**src/rtl/cache_arbiter.sv**
```systemverilog
// cache_arbiter: round-robin sharing of one single-port cache between
// NUM_REQ requesters, with a sticky watchdog for stalled transactions.
//
// Ports:
//   clk, rst_l                     clock, async active-low reset
//   req_valid/write/through        per-requester request bits
//   req_addr, req_wdata            per-requester address / store data
//   req_ack, req_rdata             one-hot completion pulse, load data
//   w_en, r_en                     cache enables
//   write_through, read_through    cache bypass selects
//   addr, data_store               cache address / store data
//   data_load, done                cache load data / completion
//   busy, timeout_err              in-flight flag, sticky watchdog flag
`ifndef ADDR_SIZE
`define ADDR_SIZE 16
`endif

module cache_arbiter #(
  parameter int NUM_REQ = 4,
  parameter int ADDR_W  = `ADDR_SIZE,
  parameter int TIMEOUT = 1024
) (
  input  logic                           clk,
  input  logic                           rst_l,
  input  logic [NUM_REQ-1:0]             req_valid,
  input  logic [NUM_REQ-1:0]             req_write,
  input  logic [NUM_REQ-1:0]             req_through,
  input  logic [NUM_REQ-1:0][ADDR_W-1:0] req_addr,
  input  logic [NUM_REQ-1:0][31:0]       req_wdata,
  output logic [NUM_REQ-1:0]             req_ack,
  output logic [31:0]                    req_rdata,
  output logic                           w_en,
  output logic                           r_en,
  output logic                           write_through,
  output logic                           read_through,
  output logic [ADDR_W-1:0]              addr,
  output logic [31:0]                    data_store,
  input  logic [31:0]                    data_load,
  input  logic                           done,
  output logic                           busy,
  output logic                           timeout_err
);

  localparam int IDX_W = (NUM_REQ > 1) ? $clog2(NUM_REQ) : 1;
  localparam int WD_W  = $clog2(TIMEOUT) + 1;

  typedef enum logic [1:0] {
    IDLE,
    GRANT,
    CAPTURE,
    RELEASE
  } state_t;

  state_t            state_q, state_d;
  logic [IDX_W-1:0]  rr_q, rr_d;
  logic [IDX_W-1:0]  win_q, win_d;
  logic              wr_q, wr_d;
  logic              thr_q, thr_d;
  logic [ADDR_W-1:0] addr_q, addr_d;
  logic [31:0]       wdata_q, wdata_d;
  logic [31:0]       rdata_q, rdata_d;
  logic [WD_W-1:0]   wd_q, wd_d;
  logic              to_q, to_d;

  logic [NUM_REQ-1:0] ack_vec;
  logic [NUM_REQ-1:0] cand;
  logic               pick_ok;
  logic [IDX_W-1:0]   pick;
  logic [IDX_W-1:0]   pick_nxt;
  logic               active;
  int                 sidx;

  always_comb begin
    ack_vec        = '0;
    ack_vec[win_q] = 1'b1;
  end

  // The just-acked requester may still hold valid during RELEASE.
  assign cand = (state_q == RELEASE) ? (req_valid & ~ack_vec)
                                     : req_valid;

  // Search upward from rr_q with wrap-around.
  always_comb begin
    pick_ok = 1'b0;
    pick    = '0;
    sidx    = 0;
    for (int i = 0; i < NUM_REQ; i++) begin
      sidx = int'(rr_q) + i;
      if (sidx >= NUM_REQ) sidx = sidx - NUM_REQ;
      if (!pick_ok && cand[IDX_W'(sidx)]) begin
        pick_ok = 1'b1;
        pick    = IDX_W'(sidx);
      end
    end
    if (int'(pick) == NUM_REQ - 1) pick_nxt = '0;
    else                           pick_nxt = pick + 1'b1;
  end

  always_comb begin
    state_d = state_q;
    rr_d    = rr_q;
    win_d   = win_q;
    wr_d    = wr_q;
    thr_d   = thr_q;
    addr_d  = addr_q;
    wdata_d = wdata_q;
    rdata_d = rdata_q;
    wd_d    = wd_q;
    to_d    = to_q;
    unique case (state_q)
      IDLE: begin
        wd_d = '0;
      end
      GRANT: begin
        wd_d = wd_q + 1'b1;
        if (done) begin
          state_d = CAPTURE;
        end else if (wd_q == WD_W'(TIMEOUT - 1)) begin
          to_d    = 1'b1;
          rdata_d = '0;
          state_d = RELEASE;
        end
      end
      CAPTURE: begin
        rdata_d = wr_q ? 32'd0 : data_load;
        state_d = RELEASE;
      end
      RELEASE: begin
        wd_d    = '0;
        rdata_d = '0;
        state_d = IDLE;
      end
      default: state_d = IDLE;
    endcase
    if ((state_q == IDLE || state_q == RELEASE) && pick_ok) begin
      state_d = GRANT;
      win_d   = pick;
      rr_d    = pick_nxt;
      wr_d    = req_write[pick];
      thr_d   = req_through[pick];
      addr_d  = req_addr[pick];
      wdata_d = req_wdata[pick];
    end
  end

  always_ff @(posedge clk or negedge rst_l) begin
    if (!rst_l) begin
      state_q <= IDLE;
      rr_q    <= '0;
      win_q   <= '0;
      wr_q    <= 1'b0;
      thr_q   <= 1'b0;
      addr_q  <= '0;
      wdata_q <= '0;
      rdata_q <= '0;
      wd_q    <= '0;
      to_q    <= 1'b0;
    end else begin
      state_q <= state_d;
      rr_q    <= rr_d;
      win_q   <= win_d;
      wr_q    <= wr_d;
      thr_q   <= thr_d;
      addr_q  <= addr_d;
      wdata_q <= wdata_d;
      rdata_q <= rdata_d;
      wd_q    <= wd_d;
      to_q    <= to_d;
    end
  end

  assign active        = (state_q == GRANT) ||
                         (state_q == CAPTURE);
  assign w_en          = active & wr_q;
  assign r_en          = active & ~wr_q;
  assign write_through = w_en & thr_q;
  assign read_through  = r_en & thr_q;
  assign addr          = active ? addr_q : '0;
  assign data_store    = w_en ? wdata_q : '0;
  assign req_ack       = (state_q == RELEASE) ? ack_vec : '0;
  assign req_rdata     = rdata_q;
  assign busy          = active;
  assign timeout_err   = to_q;

endmodule

```
**config.mk**
```make
export PLATFORM = sky130hd
export DESIGN_NAME = cache_arbiter
export DESIGN_NICKNAME = d
export VERILOG_FILES = /design/src/rtl/cache_arbiter.sv
export SDC_FILE = /design/constraint.sdc
export NUM_CORES = 1
export LEC_CHECK = 0
export CORE_MARGIN = 8
export CORE_UTILIZATION = 45
export CTS_BUF_LIST = sky130_fd_sc_hd__clkbuf_2
export CTS_CLUSTER_SIZE = 28
export DETAILED_ROUTE_END_ITERATION = 7
export PLACE_DENSITY = 0.89
export SYNTH_ARGS = -nofsm -noshare
export SYNTH_HDL_FRONTEND = slang
export SYNTH_SLANG_ARGS = --single-unit
```
**constraint.sdc**
```tcl
create_clock -name clk -period 6.1 [get_ports clk]
set_clock_uncertainty 0.05 [all_clocks]
set_input_delay 1.22 -clock clk [delete_from_list [all_inputs] [get_ports clk]]
set_output_delay 1.22 -clock clk [all_outputs]
set_load 0.005 [all_outputs]
```
; After elaboration in Yosys (flattened, before gate mapping)
; Cells that the tools add are included.
[classes]
n_addsub = 9
n_lt_le_gt_ge = 11
eq_ne = 8
mux = 48
bitwise = 8
n_reduce_logical = 18
[op_table]
columns = operator, n
row1 = 32-bit 2-to-1 mux, 5
row2 = 32-bit one-hot mux with 3 select lines, 1
row3 = 32-bit binary-select mux with 2-bit select, 1
row4 = 16-bit binary-select mux with 2-bit select, 1
row5 = 16-bit 2-to-1 mux, 2
row6 = 2-bit 2-to-1 mux, 12
row7 = 11-bit one-hot mux with 2 select lines, 1
row8 = "2-bit by 4-bit < comparator with 1-bit output, second input constant", 4
row9 = 1-bit 2-to-1 mux, 15
row10 = 1-bit binary-select mux with 2-bit select, 6
row11 = "11-bit by 1-bit adder with 11-bit output, second input constant", 1
row12 = "11-bit by 10-bit equality test with 1-bit output, second input constant", 1
row13 = "3-bit >= comparator, second input constant", 3
row14 = 4-bit 2-to-1 mux, 2
row15 = "2-bit by 1-bit subtractor with 2-bit output, second input constant", 4
row16 = "2-bit by 2-bit adder with 3-bit output, second input constant", 2
row17 = "2-bit by 3-bit < comparator with 1-bit output, second input constant", 2
row18 = 2-bit one-hot mux with 3 select lines, 1
row19 = 3-bit AND reduction, 2
row20 = 1-bit logical AND, 5
row21 = 1-bit AND, 4
row22 = 4-bit AND, 1
row23 = "2-bit by 1-bit equality test with 1-bit output, second input constant", 2
row24 = "2-bit equality test, second input constant", 2
row25 = other kinds (17), 22
[totals]
regBits = 100
in_bits = 239
out_inout_bits = 90
word_cells = 112

; Longest topological paths before layout
; Gate-level depths: netlist of the first run.
[logic_depth]
ltp_word = 23
depth_mapped = 9
depth_no_buf = 8

; Least setup slack after synthesis of the first run
; OpenSTA, ideal clock, no wires.
[synth_path]
kind = flip-flop to output port
startpoint = reg state_q[1]
endpoint = out data_store[0]
arrival_ps = 1528
required_ps = 4830
path_slack_ps = 3302
stages_incl_launch_ff = 6
n_path_buf = 2
path_cell_list = dfrtp_1 inv_1 ha_1 clkbuf_1 clkbuf_1 and3_1
[synth_between]
elab_chain_cells = 4
word_cells_on_any_way = 5
classes_between = eq/ne: 2 / mux: 1 / bitwise: 1 / reduce/logical: 1
[synth_lines]
columns = item, line
row1 = "start, declared", 54  ; state_t state_q, state_d;
row2 = "start signal, assigned", 159  ; state_q <= state_d;
row3 = 2-bit by 1-bit equality test with 1-bit output / 2-bit equality test (equally long branches), "172, 173"
row4 = 1-bit logical OR (*), 172  ; assign active = (state_q == GRANT) ||
row5 = net busy, 40  ; output logic busy,
row6 = 1-bit AND (*), 174  ; assign w_en = active & wr_q;
row7 = 32-bit 2-to-1 mux (*), 179  ; assign data_store = w_en ? wdata_q : '0;
row8 = "end, declared", 37  ; output logic [31:0] data_store,
; Mark *: on every way through the listed nets, which the timed path passes. The rest lies on a longest branch.

; Final worst setup path of the first run
[layout_path]
startpoint = reg state_q[1]
endpoint = out read_through
[layout_between]
elab_chain_cells = 4
word_cells_on_any_way = 5
classes_between = eq/ne: 2 / bitwise: 2 / reduce/logical: 1
[layout_lines]
columns = item, line
row1 = 2-bit by 1-bit equality test with 1-bit output / 2-bit equality test (equally long branches), "172, 173"
row2 = 1-bit logical OR (*), 172
row3 = 1-bit AND (*), 175  ; assign r_en = active & ~wr_q;
row4 = 1-bit AND (*), 177  ; assign read_through = r_en & thr_q;
row5 = "end, declared", 35  ; output logic read_through,
; Mark *: on every way between the ends. The rest lies on a longest branch, timed or not.

==> results.yml, run 1 <==
global_route:
  grt_start_max_net_pins: 60
  grt_pass1_wl_mm: 36.2
  grt_use_total: 0.255
  antenna_found_initial: 2
  grt_pass1_vias: 6529
  gr-total-overflow: 0
detailed_routing:
  via_count: 6223
  wl_per_cell_um: 21.0
  drtIter0Drc: 350
  ant_nets: 0
  drt-total-wl_mm: 24.0
  drc: 0
  drtPass1Iterations: 4
  via_per_inst: 5.45
worst_setup_path:
  worstSetupPathType: "reg2out"
  required_ps: 4830
  startpoint: "state_q[1]"
  cp_max_fo: 59
  worst_setup_path_start_kind: "register"
  r2r-end: "wdata_q[4]"
  timing.rr.start: "state_q[0]"
  reg2regPathDepth: 7
  ff2ff_setup_slack_ps: 2560
  cp_data_arrival_time_ps: 2980
  cp-end-kind: "output port"
clock_tree:
  cts_setup_buffers: 0
  clockBufferDepth: 2
  clk_latency_ps: 600
  clk_pin_slew_ps: 260
  clock-sinks: 100
  cts_buffers: 9
  cts_tree: "built"
  root_buffer: "clkbuf_2"
  cts.repair.resized: 0
  cts-hold-fix-buffers: 0
  htreeDepth: 3
timing:
  setup_violations: 0
  finalCriticalPeriod_ps: 4250
  finalHoldViolCount: 0
  worstMarginPinSlew_ps: 1140
  slew_viol_final: 0
  rsz0062_at_grt: "no"
  fmax_mhz: 235
  relSlewSlack: 0.241
  hold_slack_ps: 474
  finalSetupTns_ps: 0
  period_share: 0.697
synth:
  yosysUniqueCellTypes: 48
  synth_edf_count: 0
  async_reset_ff_frac: 1.00
  synth_flop_cell: "dfrtp_1"
  synth_cells: 663
  ys_seq_area_frac: 0.392
  synth.avg_cell_area_um2: 9.62
  syn_area_um2: 6380
  syn_nets: 910
  synth_seq_cells: 100
  ys_warn_count: 0
min_path:
  min_path_cells: 1
  holdCritStartpoint: "timeout_err"
  hold_end: "timeout_err"
  hold_class: "reg2reg"
pwr:
  internal-power_mw: 2.45
  switching_power_mw: 1.94
  power_density_nw_per_um2: 449
  switching_share: 0.442
  p_seq_frac: 0.249
  p_comb_frac: 0.674
  max-vdd-ir-drop_mv: 0.238
  power_frac_clock: 0.078
  p_leak_nw: 4.25
die:
  fp-row-count: 43
  io_pins: 329
  start_util: 0.459
  core-area_um2: 13900
  die_y_um: 135
  dieArea_um2: 18200
  dieWidth_um: 135
job:
  cap_viol_max_count: 0
cells_and_area:
  syn_to_final_growth_pct: 53.5
  fill_cells: 1082
  drive_gt1_frac: 0.0792
  nNetsFinal: 1202
placed_design:
  place_hpwl_mm: 18.4
  place.gp.congestion: 0.856
  place.port_buffers: 328
run_status:
  outcome: "finished clean"
==> cell families after synthesis <==
| logic type | Yosys count | share of synthesized area |
|---|---|---|
| xor gates and xnor gates | 7 | 0.00961 |
| adders and majority gates | 8 | 0.0157 |
| AOI/OAI and AO/OA | 126 | 0.179 |
| muxes | 85 | 0.134 |
| and+or+nand+nor | 235 | 0.192 |
| buffers and inverters | 102 | 0.0771 |
| DFF | 100 | 0.392 |
==> worst max-delay path, stage by stage, from the launching register on <==
cell	delay, ps
dfrtp_1	530
inv_1	120
ha_1	320
buf_4	440
nor2b_1	240
and2_1	200
clkdlybuf4s50_1	510
==> per-layer routing <==
metal	wire length (µm)	global-route usage
met5	0	0
met1	9020	0.284
met2	11700	0.437
met4	895	0.112
met3	2410	0.0840
==> state kept, by name (all words and copies together) (netlist names) <==
signal,cells
addr_q,16
wdata_q,32
win_q,2
thr_q,1
req_rdata,32
wd_q,11
rr_q,2
timeout_err,1
wr_q,1
state_q,2
==> Yosys cell counts (all sizes together) (8+ instances only) <==
master | number | area (µm²)
a211oi | 101 | 938
and2 | 19 | 121
and3 | 85 | 532
buf | 28 | 210
clkbuf | 30 | 116
dfrtp | 100 | 2500
ha | 8 | 100
inv | 44 | 165
mux2i | 84 | 841
nand2 | 43 | 164
nor2 | 64 | 243
o21ai | 8 | 40.0
==> power by group through the flow <==
stage	Sequential, mW	Clock (mW)	Combinational, mW
3_5_place_dp	1.11	0	2.98
2_1_floorplan	1.04	0	1.85
5_1_grt	1.13	0.375	3.20
6_report	1.09	0.341	2.96
4_1_cts	1.09	0.349	2.99
3_3_place_gp	1.09	0	2.93
==> final cells by class <==
cell class	instances	area (µm²)	share of cell area
diodes	2	5.00	0.000511
clock buffers	9	45.0	0.00460
clock inverters	7	73.8	0.00754
inverters	44	165	0.0169
multi-input cells	461	3410	0.348
flip-flops and latches	100	2500	0.256
well taps	180	225	0.0230
repair buffers	339	3360	0.343
==> worst max-delay path by stage <==
stage | end | depth (start not counted) | slack (ps)
after floorplan | data_store[0] | 5 | 3300
after global placement | addr_q[15] | 7 | 1850
after detailed placement | wdata_q[3] | 7 | 1760
after CTS | read_through | 6 | 1740
after global routing | read_through | 6 | 1580
final | read_through | 6 | 1850
==> layout by cell type (no fill, tap or decap), types with 3 or more instances in the layout <==
cell type        netlist  routed
a211oi_1              65      65
nor2_1                63      63
nor2b_1                5       3
inv_1                 44      44
and2_1                18      18
and3_1                85      85
clkbuf_2               3       9
buf_4                  3      12
a21o_1                 3       3
mux2i_1               84      84
a211oi_2              36      36
nand3_1                5       5
xor2_1                 5       5
nand2_1               42      41
dfrtp_1              100     100
o21ai_0                8       8
ha_1                   8       8
clkdlybuf4s50_1        0     327
==> stage by stage <==
stage | instance area (µm²) | total power [mW] | instances | setup WS [ps] | util
4_1_cts | 9790 | 4.43 | 1140 | 1740 | 0.705
5_1_grt | 9790 | 4.71 | 1142 | 1580 | 0.705
2_1_floorplan | 6380 | 2.89 | 663 | 3300 | -
3_3_place_gp | 9670 | 4.02 | 1124 | 1850 | 0.697
6_report | 9790 | 4.40 | 1142 | 1850 | 0.705
3_5_place_dp | 9670 | 4.09 | 1124 | 1760 | 0.697
No activity file was read; power rests on OpenSTA's default activity.
==> run 2, diff against run 1 <==
--- a/config.mk
+++ b/config.mk
@@ -6,11 +6,11 @@
 export NUM_CORES = 1
 export LEC_CHECK = 0
 export CORE_MARGIN = 8
-export CORE_UTILIZATION = 45
+export CORE_UTILIZATION = 41
 export CTS_BUF_LIST = sky130_fd_sc_hd__clkbuf_2
 export CTS_CLUSTER_SIZE = 28
 export DETAILED_ROUTE_END_ITERATION = 7
-export PLACE_DENSITY = 0.89
+export PLACE_DENSITY = 0.83
 export SYNTH_ARGS = -nofsm -noshare
 export SYNTH_HDL_FRONTEND = slang
 export SYNTH_SLANG_ARGS = --single-unit
==> constraint.sdc (replaced) <==
create_clock -name clk -period 4.3 [get_ports clk]
set_clock_uncertainty 0.05 [all_clocks]
set_input_delay 0.86 -clock clk [delete_from_list [all_inputs] [get_ports clk]]
set_output_delay 0.86 -clock clk [all_outputs]
set_load 0.005 [all_outputs]
==> run 2 against run 1 <==
Net effect:
- cell count increased by 0.79%
- global-route usage decreased by 2.1 points
- wire length decreased by 1.2%
- hold slack got worse by 140 ps
- register-to-register slack got worse by 1100 ps
- cell area increased by 0.87%
- setup slack got worse by 1300 ps
- flip-flop and latch count unchanged
- power increased by 44%
- via count decreased by 1.1%
- critical path type unchanged
- largest cell class is now buffers
==> results.yml, run 2 (synthesized netlist as in run 1, its figures left out) <==
cells_and_area:
  final_cells: 1151
  nNetsFinal: 1205
  final_cell_mix: "clkdlybuf4s50_1 (327), dfrtp_1 (100), and3_1 (85)"
  drive_gt1_frac: 0.0831
  layout_commonest_cell: "clkdlybuf4s50_1"
  diodes: 0
  syn_to_final_growth_pct: 54.9
detailed_routing:
  ant_nets: 0
  drt-total-wl_mm: 23.7
  via_per_inst: 5.35
  drc: 0
  drtIter0Drc: 337
  drtPass1Iterations: 5
  via_count: 6153
  wl_per_cell_um: 20.6
die:
  dieWidth_um: 141
  dieArea_um2: 19800
  die_y_um: 141
  fp-row-count: 45
  io_pins: 329
  start_util: 0.420
  core-area_um2: 15200
worst_setup_path:
  cpMaxStageDelayCell: "clkdlybuf4s50_1"
  crit_chain: "inv_1 > ha_1 > buf_4 > nor2b_1 > and2_1 > clkdlybuf4s50_1"
  path_buf_inv: 3
  worstSetupPathType: "reg2out"
  cp_max_fo: 33
  cp_data_arrival_time_ps: 2850
  worst_setup_path_start_kind: "register"
  max_stage_delay_ps: 530
  required_ps: 3390
  cpLargestDelayFamily: "buffers and inverters"
  cp-end-kind: "output port"
timing:
  finalCriticalPeriod_ps: 3760
  finalSetupTns_ps: 0
  slew_viol_final: 0
  rsz0062_at_grt: "no"
  finalHoldViolCount: 0
  fmax_mhz: 266
  relSlewSlack: 0.167
  worstMarginPinSlew_ps: 1250
  period_share: 0.874
  setup_violations: 0
clock_tree:
  cts-hold-fix-buffers: 0
  clockBufferDepth: 2
  clock-sinks: 100
  cts.repair.resized: 0
  cts_setup_buffers: 0
  clk_latency_ps: 570
  cts_tree: "built"
  htreeDepth: 3
  root_buffer: "clkbuf_2"
  cts_buffers: 9
  clk_pin_slew_ps: 270
job:
  cap_viol_max_count: 0
global_route:
  grt_pass1_vias: 6516
  gr-total-overflow: 0
  grt_pass1_wl_mm: 36.6
  antenna_found_initial: 0
  grt_start_max_net_pins: 72
  grt_use_total: 0.235
pwr:
  p_leak_nw: 4.28
  power_density_nw_per_um2: 642
  max-vdd-ir-drop_mv: 0.577
placed_design:
  dp.cells: 1135
  place.port_buffers: 328
  place_hpwl_mm: 17.9
  place.gp.congestion: 0.864
min_path:
  hold_class: "in2async"
run_status:
  outcome: "finished clean"
## run 2: changes by cell type in the layout (fill, tap and decap cells not counted), sizes merged
cell and change:
clkbuf +1, bufinv +1, clkinv -2, buf +3
diode -2, inv -2, clkinvlp +2
## run 2: cell type report
type | count | area (µm²)
Fill cell | 1240 | 5330
Clock buffer | 10 | 50.0
Timing Repair Buffer | 342 | 3420
Clock inverter | 6 | 88.8
Tap cell | 188 | 235
Inverter | 44 | 165
Sequential cell | 100 | 2500
Multi-Input combinational cell | 461 | 3410
## run 2: final timing paths
kind | from | end | slack, ps | cells after the start
max | state_q[0] | read_through | 540 | 6
min | rst_l | req_rdata[12] | 330 | 1
max reg2reg | state_q[1] | wdata_q[3] | 1490 | 8
min reg2reg | wd_q[3] | wd_q[3] | 480 | 1
max in group asynchronous | rst_l | wdata_q[7] | 3050 | 2
min in group clk | wd_q[3] | wd_q[3] | 480 | 1
## run 2: power breakdown
part	internal (mW)	switching [mW]
combinational	2.10	2.16
sequential	1.30	0.255
clock	0.194	0.333
## run 2: layer usage
metal	wire length, µm	up-vias	GRT usage
met2	11200	299	0.391
met4	739	0	0.0905
li1	-	2928	-
met3	2240	44	0.0777
met5	0	-	0
met1	9540	2882	0.275
## run 2: worst register-to-register path: stages (launching register included)
cell and delay (ps):
dfrtp_1 530, ha_1 310, nor3b_4 350, nor2_2 100, a311oi_4 330, buf_4 480, and3_1 320, a211oi_1 60
a211oi_1 210
## run 2: metrics by stage
stage / setup WS [ps] / instance area [µm²] / hold WS (ps) / power (mW) / util
after floorplan: 1860 / 6380 / 416 / 4.10 / -
after global placement: 1010 / 9740 / 409 / 5.78 / 0.641
after detailed placement: 933 / 9740 / 437 / 5.87 / 0.641
after CTS: 462 / 9880 / 291 / 6.40 / 0.650
after global routing: 325 / 9880 / 322 / 6.79 / 0.650
final: 542 / 9880 / 334 / 6.34 / 0.650
